### src/rtl/uart_pkg.sv
// Shared UART definitions: FSM state encoding, frame width and default timing.
// Used by the receiver, the transmitter and the benches.
package uart_pkg;

    localparam int UART_DATA_BITS    = 8;
    localparam int UART_DELAY_FRAMES = 234;   // 27 MHz / 115200 baud
    localparam int CLK_PERIOD_NS     = 37;

    typedef enum logic [2:0] {
        ST_IDLE   = 3'd0,
        ST_START  = 3'd1,
        ST_DATA   = 3'd2,
        ST_PARITY = 3'd3,
        ST_STOP   = 3'd4,
        ST_BREAK  = 3'd5
    } uart_state_t;

    // Even parity bit: makes the total count of ones (data + parity) even.
    function automatic logic even_parity(input logic [UART_DATA_BITS-1:0] d);
        return ^d;
    endfunction

endpackage

### src/rtl/uart_rx_sync.sv
// Two-flop synchronizer for the asynchronous serial line plus a falling-edge
// detector. All flops reset to the idle-high level so reset release never
// produces a spurious start edge.
module uart_rx_sync
    import uart_pkg::*;
(
    input  logic clk,
    input  logic rst,
    input  logic uart_rx,
    output logic rx_s,
    output logic fall
);

    logic r_meta;
    logic r_sync;
    logic r_prev;

    // Synchronizer chain and previous-sample register for edge detection.
    always_ff @(posedge clk or negedge rst) begin
        if (!rst) begin
            r_meta <= 1'b1;
            r_sync <= 1'b1;
            r_prev <= 1'b1;
        end else begin
            r_meta <= uart_rx;
            r_sync <= r_meta;
            r_prev <= r_sync;
        end
    end

    assign rx_s = r_sync;
    assign fall = r_prev & ~r_sync;

endmodule

### src/rtl/uart_rx_core.sv
// UART receiver, 8 data bits LSB first, one stop bit, sampling at mid-bit.
// Optional even parity bit after the data when UART_RX_PARITY_EN is defined;
// otherwise the frame is 8N1 and parity_err is tied low.
// Received bytes sit in a valid/ready holding register; framing, parity and
// overrun errors are single-cycle pulses.
//
//   state     | meaning
//   ----------+-----------------------------------------------------------
//   ST_IDLE   | line idle, waiting for a synchronized falling edge
//   ST_START  | counting to mid start bit to reject glitches
//   ST_DATA   | shifting in 8 data bits, one per bit time
//   ST_PARITY | sampling the parity bit (parity build only)
//   ST_STOP   | sampling the stop bit and delivering / flagging the byte
//   ST_BREAK  | line held low after a framing error, wait for it to go high
module uart_rx_core
    import uart_pkg::*;
#(
    parameter int DELAY_FRAMES = UART_DELAY_FRAMES
) (
    input  logic                      clk,
    input  logic                      rst,
    input  logic                      uart_rx,
    output logic [UART_DATA_BITS-1:0] rx_data,
    output logic                      rx_valid,
    input  logic                      rx_ready,
    output logic                      frame_err,
    output logic                      parity_err,
    output logic                      overrun
);

    localparam int HALF_DELAY = DELAY_FRAMES / 2;
    localparam int CNT_W      = $clog2(DELAY_FRAMES);
    localparam logic [CNT_W-1:0] CNT_HALF = CNT_W'(HALF_DELAY - 1);
    localparam logic [CNT_W-1:0] CNT_FULL = CNT_W'(DELAY_FRAMES - 1);
    localparam logic [2:0]       LAST_BIT = 3'(UART_DATA_BITS - 1);

    logic                      w_rx_s;
    logic                      w_fall;

    uart_state_t               r_state;
    uart_state_t               w_state_nxt;
    logic [CNT_W-1:0]          r_cnt;
    logic [2:0]                r_bit_idx;
    logic [UART_DATA_BITS-1:0] r_shift;
    logic [UART_DATA_BITS-1:0] r_data;
    logic                      r_valid;
    logic                      r_frame_err;
    logic                      r_overrun;

    logic                      w_half_tick;
    logic                      w_full_tick;
    logic                      w_cnt_run;
    logic                      w_shift_en;
    logic                      w_deliver;
    logic                      w_frame_fail;
`ifdef UART_RX_PARITY_EN
    logic                      r_par_bad;
    logic                      r_parity_err;
    logic                      w_par_check;
    logic                      w_par_fail;
`endif

    uart_rx_sync u_sync (
        .clk     (clk),
        .rst     (rst),
        .uart_rx (uart_rx),
        .rx_s    (w_rx_s),
        .fall    (w_fall)
    );

    assign w_half_tick = (r_cnt == CNT_HALF);
    assign w_full_tick = (r_cnt == CNT_FULL);

    // State register.
    always_ff @(posedge clk or negedge rst) begin
        if (!rst) begin
            r_state <= ST_IDLE;
        end else begin
            r_state <= w_state_nxt;
        end
    end

    // Next-state decode and per-state strobes; w_cnt_run=0 parks the counter at 0.
    always_comb begin
        w_state_nxt  = r_state;
        w_cnt_run    = 1'b0;
        w_shift_en   = 1'b0;
        w_deliver    = 1'b0;
        w_frame_fail = 1'b0;
`ifdef UART_RX_PARITY_EN
        w_par_check  = 1'b0;
        w_par_fail   = 1'b0;
`endif
        case (r_state)
            ST_IDLE: begin
                if (w_fall) begin
                    w_state_nxt = ST_START;
                end
            end
            ST_START: begin
                // Start bit still high at its middle means a glitch, not a frame.
                if (w_half_tick) begin
                    w_state_nxt = w_rx_s ? ST_IDLE : ST_DATA;
                end else begin
                    w_cnt_run = 1'b1;
                end
            end
            ST_DATA: begin
                w_cnt_run = 1'b1;
                if (w_full_tick) begin
                    w_shift_en = 1'b1;
                    if (r_bit_idx == LAST_BIT) begin
`ifdef UART_RX_PARITY_EN
                        w_state_nxt = ST_PARITY;
`else
                        w_state_nxt = ST_STOP;
`endif
                    end
                end
            end
`ifdef UART_RX_PARITY_EN
            ST_PARITY: begin
                w_cnt_run = 1'b1;
                if (w_full_tick) begin
                    w_par_check = 1'b1;
                    w_state_nxt = ST_STOP;
                end
            end
`endif
            ST_STOP: begin
                w_cnt_run = 1'b1;
                // Leaving at mid-stop gives half a bit of slack before a back-to-back start edge.
                if (w_full_tick) begin
                    if (!w_rx_s) begin
                        w_frame_fail = 1'b1;
                        w_state_nxt  = ST_BREAK;
`ifdef UART_RX_PARITY_EN
                    end else if (r_par_bad) begin
                        w_par_fail  = 1'b1;
                        w_state_nxt = ST_IDLE;
`endif
                    end else begin
                        w_deliver   = 1'b1;
                        w_state_nxt = ST_IDLE;
                    end
                end
            end
            ST_BREAK: begin
                if (w_rx_s) begin
                    w_state_nxt = ST_IDLE;
                end
            end
            default: begin
                w_state_nxt = ST_IDLE;
            end
        endcase
    end

    // Bit-time counter, bit index and LSB-first shift register.
    always_ff @(posedge clk or negedge rst) begin
        if (!rst) begin
            r_cnt     <= '0;
            r_bit_idx <= '0;
            r_shift   <= '0;
        end else begin
            if (!w_cnt_run || w_full_tick) begin
                r_cnt <= '0;
            end else begin
                r_cnt <= r_cnt + 1'b1;
            end
            if (r_state != ST_DATA) begin
                r_bit_idx <= '0;
            end else if (w_shift_en) begin
                r_bit_idx <= r_bit_idx + 1'b1;
            end
            if (w_shift_en) begin
                r_shift <= {w_rx_s, r_shift[UART_DATA_BITS-1:1]};
            end
        end
    end

`ifdef UART_RX_PARITY_EN
    // Parity mismatch flag, cleared between frames and reported at the stop bit.
    always_ff @(posedge clk or negedge rst) begin
        if (!rst) begin
            r_par_bad    <= 1'b0;
            r_parity_err <= 1'b0;
        end else begin
            r_parity_err <= w_par_fail;
            if (r_state == ST_IDLE) begin
                r_par_bad <= 1'b0;
            end else if (w_par_check) begin
                r_par_bad <= (w_rx_s != even_parity(r_shift));
            end
        end
    end

    assign parity_err = r_parity_err;
`else
    assign parity_err = 1'b0;
`endif

    // Holding register: load when empty or being drained this cycle, else drop and flag overrun.
    always_ff @(posedge clk or negedge rst) begin
        if (!rst) begin
            r_data      <= '0;
            r_valid     <= 1'b0;
            r_frame_err <= 1'b0;
            r_overrun   <= 1'b0;
        end else begin
            r_frame_err <= w_frame_fail;
            r_overrun   <= 1'b0;
            if (w_deliver) begin
                if (!r_valid || rx_ready) begin
                    r_data  <= r_shift;
                    r_valid <= 1'b1;
                end else begin
                    r_overrun <= 1'b1;
                end
            end else if (r_valid && rx_ready) begin
                r_valid <= 1'b0;
            end
        end
    end

    assign rx_data   = r_data;
    assign rx_valid  = r_valid;
    assign frame_err = r_frame_err;
    assign overrun   = r_overrun;

endmodule
### config.mk
export PLATFORM = sky130hd
export DESIGN_NAME = uart_rx_core
export DESIGN_NICKNAME = d
export VERILOG_FILES = /design/src/rtl/uart_pkg.sv /design/src/rtl/uart_rx_sync.sv /design/src/rtl/uart_rx_core.sv
export SDC_FILE = /design/constraint.sdc
export NUM_CORES = 1
export LEC_CHECK = 0
export CAP_MARGIN = 20
export CORE_ASPECT_RATIO = 0.9
export CORE_MARGIN = 5
export CORE_UTILIZATION = 65
export DETAILED_ROUTE_END_ITERATION = 8
export DONT_BUFFER_PORTS = 1
export MAX_ROUTING_LAYER = met4
export PLACE_DENSITY = 0.81
export SYNTH_ARGS = -nofsm -noshare
export SYNTH_HDL_FRONTEND = slang
export SYNTH_SLANG_ARGS = --single-unit
### constraint.sdc
create_clock -name clk -period 5.6 [get_ports clk]
set_clock_uncertainty 0.2 [all_clocks]
set_input_delay 0.84 -clock clk [delete_from_list [all_inputs] [get_ports clk]]
set_output_delay 0.84 -clock clk [all_outputs]
set_load 0.005 [all_outputs]
==> impl_metrics.ini <==
[setup_path]
r2r_slack_ns = 3.24
crit_chain = inv_1 -> ha_1 -> nand4b_2 -> nor3_4 -> nand4_2 -> nor2b_2 -> mux2_2
critPathKind = reg2reg
crit_fanout = 8
max_stage_delay_ns = 0.40
arrival_ns = 2.39
cp_slowest_cell = dfrtp_1
worst_setup_path_end_kind = flip-flop
worstPathRequired_ns = 5.63
critPathLaunchType = flip-flop

[logic_synthesis]
synthesis.area_um2 = 1600
netlist-cell-type-count = 32
synth_async_sr_flop_share_pct = 100
yosysMostFrequentCell = dfrtp_1
syn_area_per_cell_um2 = 12.9
yosysTopAreaCellShare_pct = 51.5
synth_top_cells_by_area = dfrtp_1 (51%), mux2_2 (11%), dfstp_2 (4.9%), ha_1 (3.9%), nor2_1 (3.7%)
synthFlopType = dfrtp_1
synth-seq-cells = 36
synth_largest_area_cell = dfrtp_1
synth_edf_count = 0
syn-num-nets = 133
yosysWarnings = 0
synth_commonest_cells = dfrtp_1 (33), mux2_2 (16), nor2_1 (16)
syn_inst = 124
ys_seq_area_share_pct = 56.4

[placed_design]
hpwlAfterDp_mm = 1.60
place_congestion = 0.820
port_buffers = 0

[timing]
rsz0062_at_grt = false
drv_slew = 0
setup_viol = 0
hold_viol_final = 0
holdWs_ns = 0.114
finalSetupTns_ns = 0
final.min_clock_period_ns = 2.36
timing.fmax_mhz = 424
min_period_over_period_pct = 42.2

[floorplan]
dieArea_um2 = 3560
pin_count = 16
die_y_um = 57.1
core_area_um2 = 2400
rows = 17
die_x_um = 62.4
start_util_pct = 66.7

[cells_and_area]
antenna_cells = 0
drive_gt1_share_pct = 29.5
nNetsFinal = 137
area_growth_pct = 6.32

[pwr]
share_comb_of_total_power_pct = 20.2
p_seq_share_pct = 50.3
power.switching_uw = 177
power_density_nw_per_um2 = 351
peakVddDrop_mv = 0.322
switching_share_pct = 29.6
clock_power_share_pct = 29.5
power.internal_uw = 421
p_leak_nw = 0.839

[global_routing]
antenna_found_initial = 0
grt_pass1_wl_mm = 4.06
grt_use_total_pct = 15.4
grt_pass1_vias = 881
grt_max_degree = 34
overflow = 0

[route]
wl_per_cell_um = 15.2
drt-total-wl_mm = 2.39
vias = 891
viasPerCell = 5.68
drtAntennaViolNets = 0
drc = 0
dr.first_iter.drc_count = 49
drtPass1Iterations = 4

[clock_network]
clock_latency_ns = 0.33
clock-root-buffer = clkbuf_4
cts_made_buffers = 5
post_cts.repair.setup_buffers = 0
cts_sinks = 36
ctsResizeCount = 0
tritoncts = yes
clk_pin_slew_ns = 0.11
h-tree-depth = 2
clock_path_buffers = 2

[min_path]
hold_class = in2async

[run_status]
status = complete, no violations

[run]
drv_cap = 0
## cell type report
cell class / count / area, um2
timing repair buffer: 1 / 20.0
tap: 28 / 35.0
inverter: 4 / 15.0
fill: 156 / 698
sequential: 36 / 905
multi-input combinational: 80 / 651
clock inverter: 3 / 42.5
clock buffer: 5 / 37.5
## timing repair
action,CTS,global route
hold buffers,1,0
hold endpoints to repair,33,0
setup endpoints to repair,0,0
## per-stage QoR
stage	power [mW]	util (%)	setup slack, ns	cells	area (um2)
after global routing	0.637	71.0	3.09	157	1710
final	0.598	71.0	3.24	157	1710
after CTS	0.604	71.0	3.19	157	1710
after global placement	0.413	66.8	3.30	148	1610
after floorplan	0.400	-	3.54	124	1600
after detailed placement	0.420	66.8	3.20	148	1610
## power by group through the flow
stage / Sequential [mW] / Combinational [mW] / Clock [mW]
finish: 0.301 / 0.121 / 0.177
global route: 0.304 / 0.136 / 0.197
CTS: 0.301 / 0.122 / 0.181
detailed placement: 0.305 / 0.114 / 0
global placement: 0.304 / 0.110 / 0
floorplan: 0.296 / 0.104 / 0
## worst paths after layout
| kind | end | from | cells past startpoint |
|---|---|---|---|
| worst max-delay path | rx_data[4] | r_cnt[1] | 7 |
| worst min-delay path | r_shift[3] | rst | 1 |
| worst max register to register | rx_data[4] | r_cnt[1] | 7 |
| worst min register to register | u_sync.rx_s | u_sync.r_meta | 0 |
| max in group asynchronous | r_shift[7] | rst | 1 |
| min in group clk | u_sync.rx_s | u_sync.r_meta | 0 |
## sequential cells by signal (all words and copies together), names as in the netlist
signal,cells
rx_valid,1
frame_err,1
rx_data,8
r_bit_idx,3
u_sync.r_prev,1
overrun,1
r_state,3
u_sync.rx_s,1
u_sync.r_meta,1
r_shift,8
r_cnt,8
## kinds of logic after synthesis
| group | Yosys count | synth area share (%) |
|---|---|---|
| flip-flops | 36 | 56.4 |
| adder cells (fa/ha/maj) | 5 | 3.90 |
| other | 1 | 0.234 |
| AO/OA/AOI/OAI | 5 | 2.81 |
| AND/OR/NAND/NOR | 40 | 14.7 |
| buffers and inverters | 8 | 3.04 |
| XOR/XNOR | 8 | 4.37 |
| multiplexers | 21 | 14.6 |
## per-layer routing
| layer | part of all wire (%) | vias up | global-route usage [%] |
|---|---|---|---|
| met3 | 4.7 | 11 | 4.72 |
| met4 | 3.5 | 0 | 10.0 |
| li1 | - | 426 | - |
| met1 | 46 | 433 | 18.6 |
| met2 | 46 | 21 | 22.3 |
| met5 | 0 | - | - |
## critical path, delay by kind of cell (launching register included)
kind / cells / cell delay [ns]
flip-flops: 1 / 0.40
AND/OR/NAND/NOR: 4 / 1.02
adder cells (fa/ha/maj): 1 / 0.16
multiplexers: 1 / 0.39
buffers and inverters: 1 / 0.08
## placed cells by master (no fill, tap or decap)
cell,synthesis,final
conb_1,1,1
or3b_2,1,1
o21ai_0,1,1
inv_1,4,4
mux2_2,16,16
xor2_1,3,3
nor2b_2,1,1
dfstp_2,3,3
nand2b_1,1,1
and3_1,4,4
mux2i_1,2,2
nand4_1,1,1
xnor2_1,5,5
nand4_2,1,1
a21oi_1,1,1
or2_2,1,1
dfrtp_1,33,33
bufinv_16,0,1
mux2_1,3,3
nor4b_1,1,1
a211oi_1,1,1
buf_12,0,1
nor2_2,1,1
o32ai_2,1,1
nand2_1,6,6
nor2_1,16,16
nand3_1,2,2
ha_1,5,5
o21bai_2,1,1
clkinv_2,0,1
clkinvlp_4,0,1
clkbuf_4,0,5
nor3_4,2,2
nor2b_1,1,1
nand4b_2,1,1
Power figures use the tool's default switching activity.
